`config.mk`:
```
export PLATFORM = sky130hd
export DESIGN_NAME = game_timer
export DESIGN_NICKNAME = d
export VERILOG_FILES = /design/src/rtl/game_timer_pkg.sv /design/src/rtl/game_timer_tick_prescaler.sv /design/src/rtl/game_timer.sv
export SDC_FILE = /design/constraint.sdc
export NUM_CORES = 1
export LEC_CHECK = 0
export ABC_AREA = 0
export CAP_MARGIN = 20
export CORE_UTILIZATION = 52
export CTS_BUF_LIST = sky130_fd_sc_hd__clkbuf_8
export DETAILED_ROUTE_END_ITERATION = 7
export PLACE_DENSITY = 0.82
export SYNTH_ARGS = -nofsm -noshare
export SYNTH_HDL_FRONTEND = slang
export SYNTH_SLANG_ARGS = --single-unit
```
`constraint.sdc`:
```
create_clock -name clk_100mhz_in -period 13.33 [get_ports clk_100mhz_in]
set_input_delay 3.999 -clock clk_100mhz_in [delete_from_list [all_inputs] [get_ports clk_100mhz_in]]
set_output_delay 3.999 -clock clk_100mhz_in [all_outputs]
set_load 0.05 [all_outputs]
```
`src/rtl/game_timer_pkg.sv`:
```
// Shared types for the game timer: controller state and count direction.
package game_timer_pkg;

    typedef enum logic [1:0] {
        IDLE    = 2'd0,
        RUNNING = 2'd1,
        PAUSED  = 2'd2,
        EXPIRED = 2'd3
    } state_e;

    typedef enum logic {
        MODE_DOWN = 1'b0,
        MODE_UP   = 1'b1
    } mode_e;

endpackage

```
`src/rtl/game_timer_tick_prescaler.sv`:
```
// Divides the clock into one-cycle time-unit ticks; holds its count while disabled.
module tick_prescaler #(
    parameter int CYCLES_PER_TICK = 100_000_000
) (
    input  logic clk_i,
    input  logic clear_i,
    input  logic enable_i,
    output logic tick_o
);

    localparam int CW = (CYCLES_PER_TICK > 1) ? $clog2(CYCLES_PER_TICK) : 1;
    localparam logic [CW-1:0] LAST = CW'(CYCLES_PER_TICK - 1);

    logic [CW-1:0] cnt_q;
    logic [CW-1:0] cnt_d;

    assign tick_o = enable_i && (cnt_q == LAST);

    always_comb begin
        cnt_d = cnt_q;
        if (clear_i) begin
            cnt_d = '0;
        end else if (enable_i) begin
            cnt_d = tick_o ? '0 : cnt_q + 1'b1;
        end
    end

    always_ff @(posedge clk_i) begin
        cnt_q <= cnt_d;
    end

endmodule

```
`src/rtl/game_timer.sv`:
```
// Run-time loadable game timer: countdown / stopwatch with pause, abort and bonus add.
module game_timer
    import game_timer_pkg::*;
#(
    parameter int CYCLES_PER_TICK = 100_000_000,
    parameter int TIME_WIDTH      = 10,
    parameter int DEFAULT_LOAD    = 60,
    parameter int WARN_THRESHOLD  = 10
) (
    input  logic                  clk_100mhz_in,
    input  logic                  rst_in,
    input  logic                  load_in,
    input  logic [TIME_WIDTH-1:0] load_value_in,
    input  logic                  mode_up_in,
    input  logic                  start_in,
    input  logic                  pause_in,
    input  logic                  stop_in,
    input  logic                  add_in,
    input  logic [TIME_WIDTH-1:0] add_value_in,
    output logic [TIME_WIDTH-1:0] time_out,
    output logic                  tick_out,
    output logic                  running_out,
    output logic                  paused_out,
    output logic                  warn_out,
    output logic                  done_out,
    output logic                  expired_out
);

    localparam logic [TIME_WIDTH-1:0] LOAD0 = TIME_WIDTH'(DEFAULT_LOAD);
    localparam logic [TIME_WIDTH:0]   MAXV  = {1'b0, {TIME_WIDTH{1'b1}}};
    localparam logic [TIME_WIDTH:0]   WARNV = (TIME_WIDTH + 1)'(WARN_THRESHOLD);

    state_e                state_q, state_d;
    mode_e                 mode_q, mode_d;
    logic [TIME_WIDTH-1:0] target_q, target_d;
    logic [TIME_WIDTH-1:0] time_q, time_d;
    logic                  tick_q, tick_d;
    logic                  done_q, done_d;

    logic                  psc_en;
    logic                  psc_clr;
    logic                  psc_tick;
    logic                  launch;
    logic [TIME_WIDTH:0]   base;
    logic [TIME_WIDTH:0]   sum;
    logic [TIME_WIDTH:0]   up_next;

    assign launch  = start_in && (state_q == IDLE || state_q == EXPIRED);
    assign psc_en  = (state_q == RUNNING) && !rst_in && !stop_in && !pause_in;
    assign psc_clr = rst_in || stop_in || launch;

    tick_prescaler #(
        .CYCLES_PER_TICK(CYCLES_PER_TICK)
    ) u_psc (
        .clk_i   (clk_100mhz_in),
        .clear_i (psc_clr),
        .enable_i(psc_en),
        .tick_o  (psc_tick)
    );

    always_ff @(posedge clk_100mhz_in) begin
        if (rst_in) begin
            state_q  <= IDLE;
            mode_q   <= MODE_DOWN;
            target_q <= LOAD0;
            time_q   <= LOAD0;
            tick_q   <= 1'b0;
            done_q   <= 1'b0;
        end else begin
            state_q  <= state_d;
            mode_q   <= mode_d;
            target_q <= target_d;
            time_q   <= time_d;
            tick_q   <= tick_d;
            done_q   <= done_d;
        end
    end

    // Tick and bonus are folded into one widened sum so saturation and expiry see the net result.
    always_comb begin
        base    = {1'b0, time_q};
        if (psc_tick && time_q != '0) begin
            base = {1'b0, time_q} - 1'b1;
        end
        sum     = base;
        if (add_in && mode_q == MODE_DOWN) begin
            sum = base + {1'b0, add_value_in};
        end
        up_next = {1'b0, time_q} + 1'b1;
    end

    always_comb begin
        state_d  = state_q;
        mode_d   = mode_q;
        target_d = target_q;
        time_d   = time_q;
        tick_d   = 1'b0;
        done_d   = 1'b0;
        if (stop_in) begin
            state_d = IDLE;
            time_d  = target_q;
        end else begin
            case (state_q)
                IDLE, EXPIRED: begin
                    if (start_in) begin
                        mode_d = mode_up_in ? MODE_UP : MODE_DOWN;
                        if (target_q == '0) begin
                            state_d = EXPIRED;
                            time_d  = '0;
                            done_d  = 1'b1;
                        end else begin
                            state_d = RUNNING;
                            time_d  = mode_up_in ? '0 : target_q;
                        end
                    end else if (load_in) begin
                        state_d  = IDLE;
                        target_d = load_value_in;
                        time_d   = load_value_in;
                    end else if (state_q == IDLE) begin
                        time_d = target_q;
                    end
                end
                RUNNING: begin
                    if (pause_in) begin
                        state_d = PAUSED;
                    end else if (mode_q == MODE_DOWN) begin
                        tick_d = psc_tick;
                        time_d = (sum > MAXV) ? MAXV[TIME_WIDTH-1:0]
                                              : sum[TIME_WIDTH-1:0];
                        if (sum == '0) begin
                            state_d = EXPIRED;
                            done_d  = 1'b1;
                        end
                    end else if (psc_tick) begin
                        tick_d = 1'b1;
                        time_d = up_next[TIME_WIDTH-1:0];
                        if (up_next >= {1'b0, target_q}) begin
                            time_d  = target_q;
                            state_d = EXPIRED;
                            done_d  = 1'b1;
                        end
                    end
                end
                PAUSED: begin
                    if (start_in) begin
                        state_d = RUNNING;
                    end else if (add_in && mode_q == MODE_DOWN) begin
                        time_d = (sum > MAXV) ? MAXV[TIME_WIDTH-1:0]
                                              : sum[TIME_WIDTH-1:0];
                    end
                end
                default: state_d = IDLE;
            endcase
        end
    end

    always_comb begin
        time_out    = time_q;
        tick_out    = tick_q;
        done_out    = done_q;
        running_out = (state_q == RUNNING);
        paused_out  = (state_q == PAUSED);
        expired_out = (state_q == EXPIRED);
        warn_out    = (mode_q == MODE_DOWN)
                   && (state_q == RUNNING || state_q == PAUSED)
                   && (time_q != '0)
                   && ({1'b0, time_q} <= WARNV);
    end

endmodule

```
# Yosys cells after proc, flatten, opt, wreduce, memory -nomap -nowiden
# Index checks and enable logic that the tools add are counted.
# Widths: inputs -> output; s select.
# totals
regBits	52
in_bits	28
output_inout_bits	16
wordCells	98
# classes
addsub	4
n_lt_le_gt_ge	3
n_eq_ne	14
muxes	38
n_bitwise	4
n_reduce_logical	28
# ops
op	n
$mux 10	13
$pmux 10 s3	1
$add 27x1->27 const B	1
$eq 27x27->1 const B	1
$mux 27	1
$mux 11	2
$mux 2	9
$ne 4x3->1 const B	3
$add 10x1->11 const B	1
$add 11x10->11	1
$ge 11x10->1	1
$gt 11x10->1 const B	1
$logic_not 11->1	1
$sub 10x1->11 const B	1
$le 10x4->1 const B	1
$logic_and 1x1->1	10
$logic_not 10->1	1
$mux 1	10
$reduce_and 5->1	2
$reduce_bool 10->1	1
$ne 3x3->1 const B	3
$pmux 2 s3	1
$ne 5x5->1 const B	1
$eq 2x2->1 const B	2
other kinds (13)	22

# Longest topological paths before layout
# Gate-level depths: netlist (run 1).
# logic_depth
word_depth	15
mapped_depth	20
ltp_nobuf	18

# Cells and area by module
# Synthesis (run 1) repeated with hierarchy kept, for this count alone.
# unflattened
hier_cells	553
hier_area_um2	4394.2
# by_module_without_submodules
module	instances	cells_each	area_each_um2	seq_area_each_um2
game_timer	1	402	3044.2	500.5
tick_prescaler	1	151	1350.0	540.5

# Least setup slack after synthesis (run 1)
# Ideal clock, no wire load.
# synth_path
path_type	input to register
start	in stop_in
end	reg time_q[8], in the netlist time_out[8]
setup_time_ns	0.058
t_arrival_ns	7.968
required_ns	13.272
slack_ns	5.303
stages	16
path_buffers	2
cell_sequence	clkbuf_1 nor4b_2 nand4_1 nor4_1 mux2_4 ha_1 a21oi_1 a21oi_1 o41ai_1 o22ai_1 xor2_1 clkbuf_1 a21oi_1 o221a_1 o31ai_1 o21a_1
# synth_via
elab_chain_len	14
# synth_rtl
item	line	rtl
start: declaration	game_timer.sv:17	input logic stop_in,
$logic_not 1->1	game_timer.sv:49	assign psc_en = (state_q == RUNNING) && !rst_in && !stop_in && !pause_in;
$logic_and 1x1->1 (2 in a row)	game_timer.sv:49	
$logic_and 1x1->1	game_timer_tick_prescaler.sv:17	assign tick_o = enable_i && (cnt_q == LAST);
$logic_and 1x1->1	game_timer.sv:82	if (psc_tick && time_q != '0) begin
$mux 11	game_timer.sv:82	
$add 11x10->11	game_timer.sv:87	sum = base + {1'b0, add_value_in};
$mux 11	game_timer.sv:86	if (add_in && mode_q == MODE_DOWN) begin
$gt 11x10->1	game_timer.sv:128, game_timer.sv:148	
$mux 10	game_timer.sv:128, game_timer.sv:148	
$mux 10, on equally long branches	game_timer.sv:147, game_timer.sv:126	
$mux 10, on equally long branches	game_timer.sv:145, game_timer.sv:124	
$pmux 10 s3	game_timer.sv:103	case (state_q)
$mux 10	game_timer.sv:99	if (stop_in) begin
end signal: assignment	game_timer.sv:73	time_q <= time_d;
end: declaration	game_timer.sv:36	logic [TIME_WIDTH-1:0] time_q, time_d;
# Several ways; a longest one is shown, not always the timed one. The select of a mux whose other input is x is not followed.
# A chain may end at the register's enable or synchronous reset.

# Final worst setup path (run 1)
# layout_path
start	in rst_in
end	reg state_q[0]
# layout_via
elab_chain_len	12
# layout_rtl
item	line	rtl
start: declaration	game_timer.sv:11	input logic rst_in,
$logic_not 1->1	game_timer.sv:49	
$logic_and 1x1->1 (3 in a row)	game_timer.sv:49	
$logic_and 1x1->1	game_timer_tick_prescaler.sv:17	
$logic_and 1x1->1	game_timer.sv:82	
$mux 11	game_timer.sv:82	
$add 11x10->11	game_timer.sv:87	
$mux 11	game_timer.sv:86	
$logic_not 11->1	game_timer.sv:130	if (sum == '0) begin
$ne 4x2->1 (no line)	n/a	
$reduce_and 5->1 (no line)	n/a	
end signal: assignment	game_timer.sv:70	state_q <= state_d;
end: declaration	game_timer.sv:33	state_e state_q, state_d;
# Several ways; a longest one is shown, not always the timed one.

==> results.tsv, run 1 <==
metric	value	unit
clk_path_buf_depth	2	
area_delta_synth_final	14.1	%
comb_power_share	0.310	
synth.area.top_cells	dfxtp_1 (25%), ha_1 (9.3%), nor2_1 (6.6%)	
hold_depth	2	
switching_share	0.342	
synth_seq_cells	52	
synth-edff-count	0	
grt_pass1_vias	3950	
wl_met1	5070	microns
wl_per_cell	16.7	microns
slowest_delay	0.92	ns
async_flop_share	0	
path_cells	clkdlybuf4s50_1 -> nor4b_2 -> nand4_1 -> nor4_1 -> mux2_4 -> ha_1 -> a21oi_1 -> a21oi_1 -> o41ai_1 -> o22ai_1 -> xor2_1 -> a2111oi_2 -> a41o_1 -> o22a_2 -> o21a_1	
crit_type	in -> reg	
top_layer	met4	
maxSlewViolCount	0	
cts-htree-levels	2	
dp_hpwl	8260	microns
viasPerCell	6.24	
yosysMostFrequentCell	nor2_1	
crit_required	13.54	ns
routed_wl	11100	microns
drc_errors	0	
worst_path_most_repeated_cell	a21oi_1	
post-route-util	0.616	
grt_use_total	0.271	
endpoint_kind	flop	
fin_crit_sh	0.713	
finalWorstSetupSlack	3.83	ns
totalPowerFinal	409	uW
critPathBufInv	1	
postSynthCellCount	535	
p_leak	0.00171	uW
hp-start	u_psc.cnt_q[1]$_SDFFE_PP0P_	
powerDensity	86.1	nW/um^2
finClkSkew	0.00754	ns
cpMaxStageDelayCell	clkdlybuf4s50_1	
post_cts_resized	0	
die_h	91.5	microns
portBuffers	43	
wl_met2	5010	microns
gr-total-overflow	0	
drt_pass1_iterations	5	
dpl_cell_area	4640	sq um
final_layout_size_suffix_gt1_frac	0.0391	
rsz0062_at_grt	no	
ys_seq_area_frac	0.250	
ff2ff_setup_slack	7.82	ns
clock_sinks	52	
ff_latch_area	1040	sq um
p_int	269	uW
drv_cap	0	
rows	32	
nets	621	
routed-via-count	4146	
pwr-share-clk	0.278	
postCtsSetupBuffers	0	
crit_arrival	9.71	ns
clock.fmax	105	MHz
gp_congestion	0.895	
clk_latency	0.31	ns
multi_input_area	2920	sq um
grt_pass1_wl	18400	microns
slew-limit-headroom	0.310	
cp_max_fo	25	
power.switching	140	uW
antenna_found_initial	0	
syn_avg_cell_area	7.79	sq um
cts_tree	done	
finalSetupTns	0	ns
post-place-ws	3.58	ns
critPathLaunchType	input port	
hp-class	reg -> reg	
synth_common_cells	nor2_1 (73), dfxtp_1 (52), nand2_1 (40)	
chipWidth	91.5	microns
netlist_area	4170	sq um
path_clk_slew	0.10	ns
final_cell_area	4760	sq um
tightest_slew	1.03	ns
die_area	8380	sq um
path_delay_family	compound AO/OA/AOI/OAI gates	
syn_nets	595	
cts_buffers	5	
seqPwrFrac	0.412	
netlist.area_leader.share	0.250	
core-area	7730	sq um
n_fill_cell	670	
holdPathEnd	u_psc.cnt_q[1]$_SDFFE_PP0P_	
initial_core_util	0.540	
status	finished clean	
finalHoldViolations	0	
ys_types	68	
r2r_start	state_q[1]$_SDFFE_PP0P_	
ios	44	
peakVddDrop	0.0716	mV
setup_viol	0	
met3WireLength	797	microns
yosys_warnings	0	
cts_root_buffer	clkbuf_8	
r2r.worst_path.cells	16	
ys.flop_type	dfxtp_1	
hold_buffers	0	
n_antenna_cell	0	
grt_max_degree	30	
drt_iter0_drc	363	
period_minus_slack	9.50	ns
synth_top_area_cell	dfxtp_1	
drtAntennaViolNets	0	
regToRegEndpoint	state_q[0]$_SDFFE_PP0P_	
-- logic make-up (layout without fill, tap and decap cells) --
kind of cell,count (synthesis),in the layout,synth area share
simple gates,217,217,0.267
compound gates,119,119,0.197
flops,52,52,0.250
buf+inv,52,79,0.0501
xor+xnor,46,46,0.0966
fa+ha+maj,32,32,0.0978
mux,17,17,0.0420
-- area by class of cell --
| type | count | share of cell area |
|---|---|---|
| Multi-Input combinational cell | 431 | 0.615 |
| Tap cell | 102 | 0.0268 |
| Inverter | 24 | 0.0189 |
| Clock inverter | 3 | 0.00973 |
| Timing Repair Buffer | 47 | 0.0968 |
| Clock buffer | 5 | 0.0145 |
| Sequential cell | 52 | 0.219 |
-- state kept, by name (all words and copies together) (netlist names) --
register,flops
done_out,1
time_out,10
mode_q,1
u_psc.cnt_q,27
tick_out,1
state_q,2
target_q,10
-- through the flow --
stage               hold slack, ns  cells
floorplan                    0.445    535
detailed placement           0.484    656
CTS                          0.498    664
global route                 0.530    664
global placement             0.462    656
finish                       0.504    664
-- cell usage in the layout, fill, tap and decap left out, types with 17 or more instances in the layout --
cell type / n
dfxtp_1: 52
clkdlybuf4s50_1: 43
xnor2_1: 23
xor2_1: 23
a21oi_1: 32
nand4_1: 17
ha_1: 31
nand3_1: 21
nand2_1: 40
nor2_1: 73
inv_1: 23
-- how the worst max path moves through the flow --
stage,start,endpoint,slack (ns),cells after the start
2_1_floorplan,stop_in,time_out[8]$_SDFFE_PP0P_,5.30,16
3_3_place_gp,rst_in,state_q[0]$_SDFFE_PP0P_,3.81,17
3_5_place_dp,rst_in,state_q[0]$_SDFFE_PP0P_,3.58,17
4_1_cts,rst_in,state_q[0]$_SDFFE_PP0P_,3.90,15
5_1_grt,rst_in,state_q[0]$_SDFFE_PP0P_,3.38,15
6_report,rst_in,state_q[0]$_SDFFE_PP0P_,3.83,15
-- metal layers --
layer,vias up,GRT usage
li1,1994,-
met1,1931,0.363
met2,192,0.436
met3,29,0.0394
met4,0,0.107
met5,-,0
-- tightest hold or removal path, stage by stage (launching register included) --
cell and delay [ns]:
dfxtp_1 0.34, nand2_1 0.07, a21oi_1 0.05
-- power groups by stage --
stage	Combinational, uW	Clock (uW)	Sequential (uW)
finish	127	114	169
detailed placement	123	0	172
global placement	120	0	172
floorplan	84.3	0	174
global route	138	121	169
CTS	125	115	168
Note: power is estimated with default switching activity, not from simulation.
==> run 2: changes to the inputs <==
--- a/config.mk
+++ b/config.mk
@@ -10,7 +10,7 @@
 export CORE_UTILIZATION = 52
 export CTS_BUF_LIST = sky130_fd_sc_hd__clkbuf_8
 export DETAILED_ROUTE_END_ITERATION = 7
-export PLACE_DENSITY = 0.82
+export PLACE_DENSITY = 0.85
 export SYNTH_ARGS = -nofsm -noshare
 export SYNTH_HDL_FRONTEND = slang
 export SYNTH_SLANG_ARGS = --single-unit
==> constraint.sdc (replaced) <==
create_clock -name clk_100mhz_in -period 7.8 [get_ports clk_100mhz_in]
set_input_delay 2.34 -clock clk_100mhz_in [delete_from_list [all_inputs] [get_ports clk_100mhz_in]]
set_output_delay 2.34 -clock clk_100mhz_in [all_outputs]
set_load 0.05 [all_outputs]
==> results.tsv, run 2 (same netlist as run 1, synthesis figures left out) <==
metric	value	unit	change
crit_arrival	7.23	ns	-2.48 ns
peakVddDrop	0.103	mV	+44%
gr-total-overflow	0		unchanged
cts_buffers	5		unchanged
finalHoldViolations	0		unchanged
clk_latency	0.32	ns	about the same
drv_cap	0		unchanged
hp-class	reg -> reg		
path_delay_family	compound AO/OA/AOI/OAI gates		
routed-via-count	4143		-0.072%
cts-htree-levels	2		unchanged
hold_buffers	0		unchanged
area_delta_synth_final	14.4	%	
gp_congestion	0.928		+3.7%
post_cts_resized	0		unchanged
hold_depth	2		unchanged
cts_tree	done		
grt_pass1_vias	3981		+0.78%
power.switching	241	uW	+72%
routed_wl	11000	microns	-1.3%
layout.cells.most_common	nor2_1		
crit_type	in -> reg		
slew-limit-headroom	0.315		+0.00565
antenna_found_initial	0		unchanged
finalSetupTns	0	ns	unchanged
critPathBufInv	2		+1
final_cell_mix	nor2_1 (73), dfxtp_1 (52), clkdlybuf4s50_1 (43), nand2_1 (40), a21oi_1 (32)		
maxSlewViolCount	0		unchanged
crit_required	8.01	ns	-5.53 ns
clock.fmax	142	MHz	
grt_max_degree	28		-6.7%
setup_viol	0		unchanged
dp_hpwl	8130	microns	-1.5%
endpoint_kind	flop		
worst_path_most_repeated_cell	a21oi_1		
portBuffers	43		unchanged
comb_power_share	0.323		+0.013
cts_root_buffer	clkbuf_8		
drc_errors	0		unchanged
path_cells	clkdlybuf4s50_1 -> nor4b_2 -> buf_4 -> nand4_1 -> nor4_1 -> mux2_4 -> ha_1 -> a21oi_1 -> a21oi_1 -> o41ai_1 -> o22ai_1 -> xor2_1 -> a2111oi_2 -> a41o_1 -> o22a_2 -> o21a_1		
clock_sinks	52		unchanged
chipWidth	91.5	microns	unchanged
status	finished clean		
nets	625		+0.64%
rsz0062_at_grt	no		
path_clk_slew	0.11	ns	about the same
viasPerCell	6.20		-0.67%
seqPwrFrac	0.431		+0.019
p_int	429	uW	+59%
wl_met1	4870	microns	-3.9%
initial_core_util	0.540		unchanged
grt_use_total	0.275		+0.00412
cpMaxStageDelayCell	xor2_1		
pwr-share-clk	0.247		-0.031
tightest_slew	1.02	ns	-0.00844 ns
top_layer	met4		
cp_max_fo	11		-56%
max_flop_register	u_psc.cnt_q		
die_area	8380	sq um	unchanged
rows	32		unchanged
core-area	7730	sq um	unchanged
wl_met2	5110	microns	+2.2%
final_layout_size_suffix_gt1_frac	0.0459		+0.00679
drt_iter0_drc	296		-18%
period_minus_slack	7.02	ns	
holdWs	0.483	ns	-0.0204 ns
powerDensity	141	nW/um^2	+63%
finClkSkew	0.0136	ns	+0.00606 ns
grt_pass1_wl	18700	microns	+1.9%
largest_reg_flops	27		unchanged
totalPowerFinal	670	uW	+64%
ios	44		unchanged
dp.cells	660		+0.61%
p_leak	0.00172	uW	+0.18%
fin_crit_sh	0.900		
die_h	91.5	microns	unchanged
clk_path_buf_depth	2		unchanged
n_antenna_cell	0		unchanged
cp.depth	16		+1
wl_per_cell	16.4	microns	-1.9%
drt_pass1_iterations	5		unchanged
met3WireLength	747	microns	-6.3%
r2r.worst_path.cells	18		+2
postCtsSetupBuffers	0		unchanged
switching_share	0.360		+0.0177
slowest_delay	0.71	ns	-0.21 ns
drtAntennaViolNets	0		unchanged
fin_cells	668		+0.60%
critPathLaunchType	input port		
-- run 2: changes by cell type in the layout (fill, tap and decap cells not counted) --
| cell | delta |
|---|---|
| buf_4 | +4 |
| clkinvlp_4 | +2 |
| clkinv_2 | -1 |
| bufinv_16 | -1 |
-- run 2: path summary, 6_finish.rpt --
path	from	to	slack, ns
setup reg to reg	time_out[0]$_SDFFE_PP0P_	state_q[0]$_SDFFE_PP0P_	2.45
setup / recovery	pause_in	state_q[0]$_SDFFE_PP0P_	0.78
hold / removal	u_psc.cnt_q[1]$_SDFFE_PP0P_	u_psc.cnt_q[1]$_SDFFE_PP0P_	0.48
hold reg to reg	u_psc.cnt_q[1]$_SDFFE_PP0P_	u_psc.cnt_q[1]$_SDFFE_PP0P_	0.48
-- run 2: cell type report --
class,count,area (sq um)
timing repair buffer,51,490
clock inverter,3,26.3
sequential,52,1040
multi-input combinational,431,2920
fill,671,2960
inverter,24,90.1
clock buffer,5,68.8
tap,102,128
-- run 2: stage by stage --
stage          utilization  area (sq um)  setup slack [ns]
2_1_floorplan            -          4170              1.43
3_3_place_gp         0.605          4670             0.762
3_5_place_dp         0.605          4670             0.581
4_1_cts              0.617          4770             0.891
5_1_grt              0.617          4770             0.395
6_report             0.617          4770             0.780
-- run 2: worst register-to-register path, stage by stage, from the launching register on --
cell and delay [ns]:
dfxtp_1 0.44, inv_1 0.22, ha_1 0.21, nor3b_1 0.22, or4b_1 0.61, nand3_1 0.24, xnor2_1 0.20, inv_1 0.08
ha_1 0.21, fa_1 0.41, nand3_1 0.11, a21oi_1 0.08, o41ai_1 0.51, o22ai_1 0.19, xor2_1 0.71, a2111oi_2 0.09
a41o_1 0.32, o22a_2 0.23, o21a_1 0.17
-- run 2: metal layers --
| metal | GRT usage | vias to the layer above |
|---|---|---|
| li1 | - | 2001 |
| met1 | 0.369 | 1954 |
| met2 | 0.442 | 167 |
| met3 | 0.0486 | 21 |
| met4 | 0.0952 | 0 |
| met5 | 0 | - |
-- run 2: power groups by stage --
stage                     sequential, uW  combinational [uW]  clock (uW)
after detailed placement             294                 210           0
after CTS                            288                 213         167
after global placement               294                 204           0
final                                289                 216         165
after floorplan                      298                 144           0
after global routing                 290                 237         177
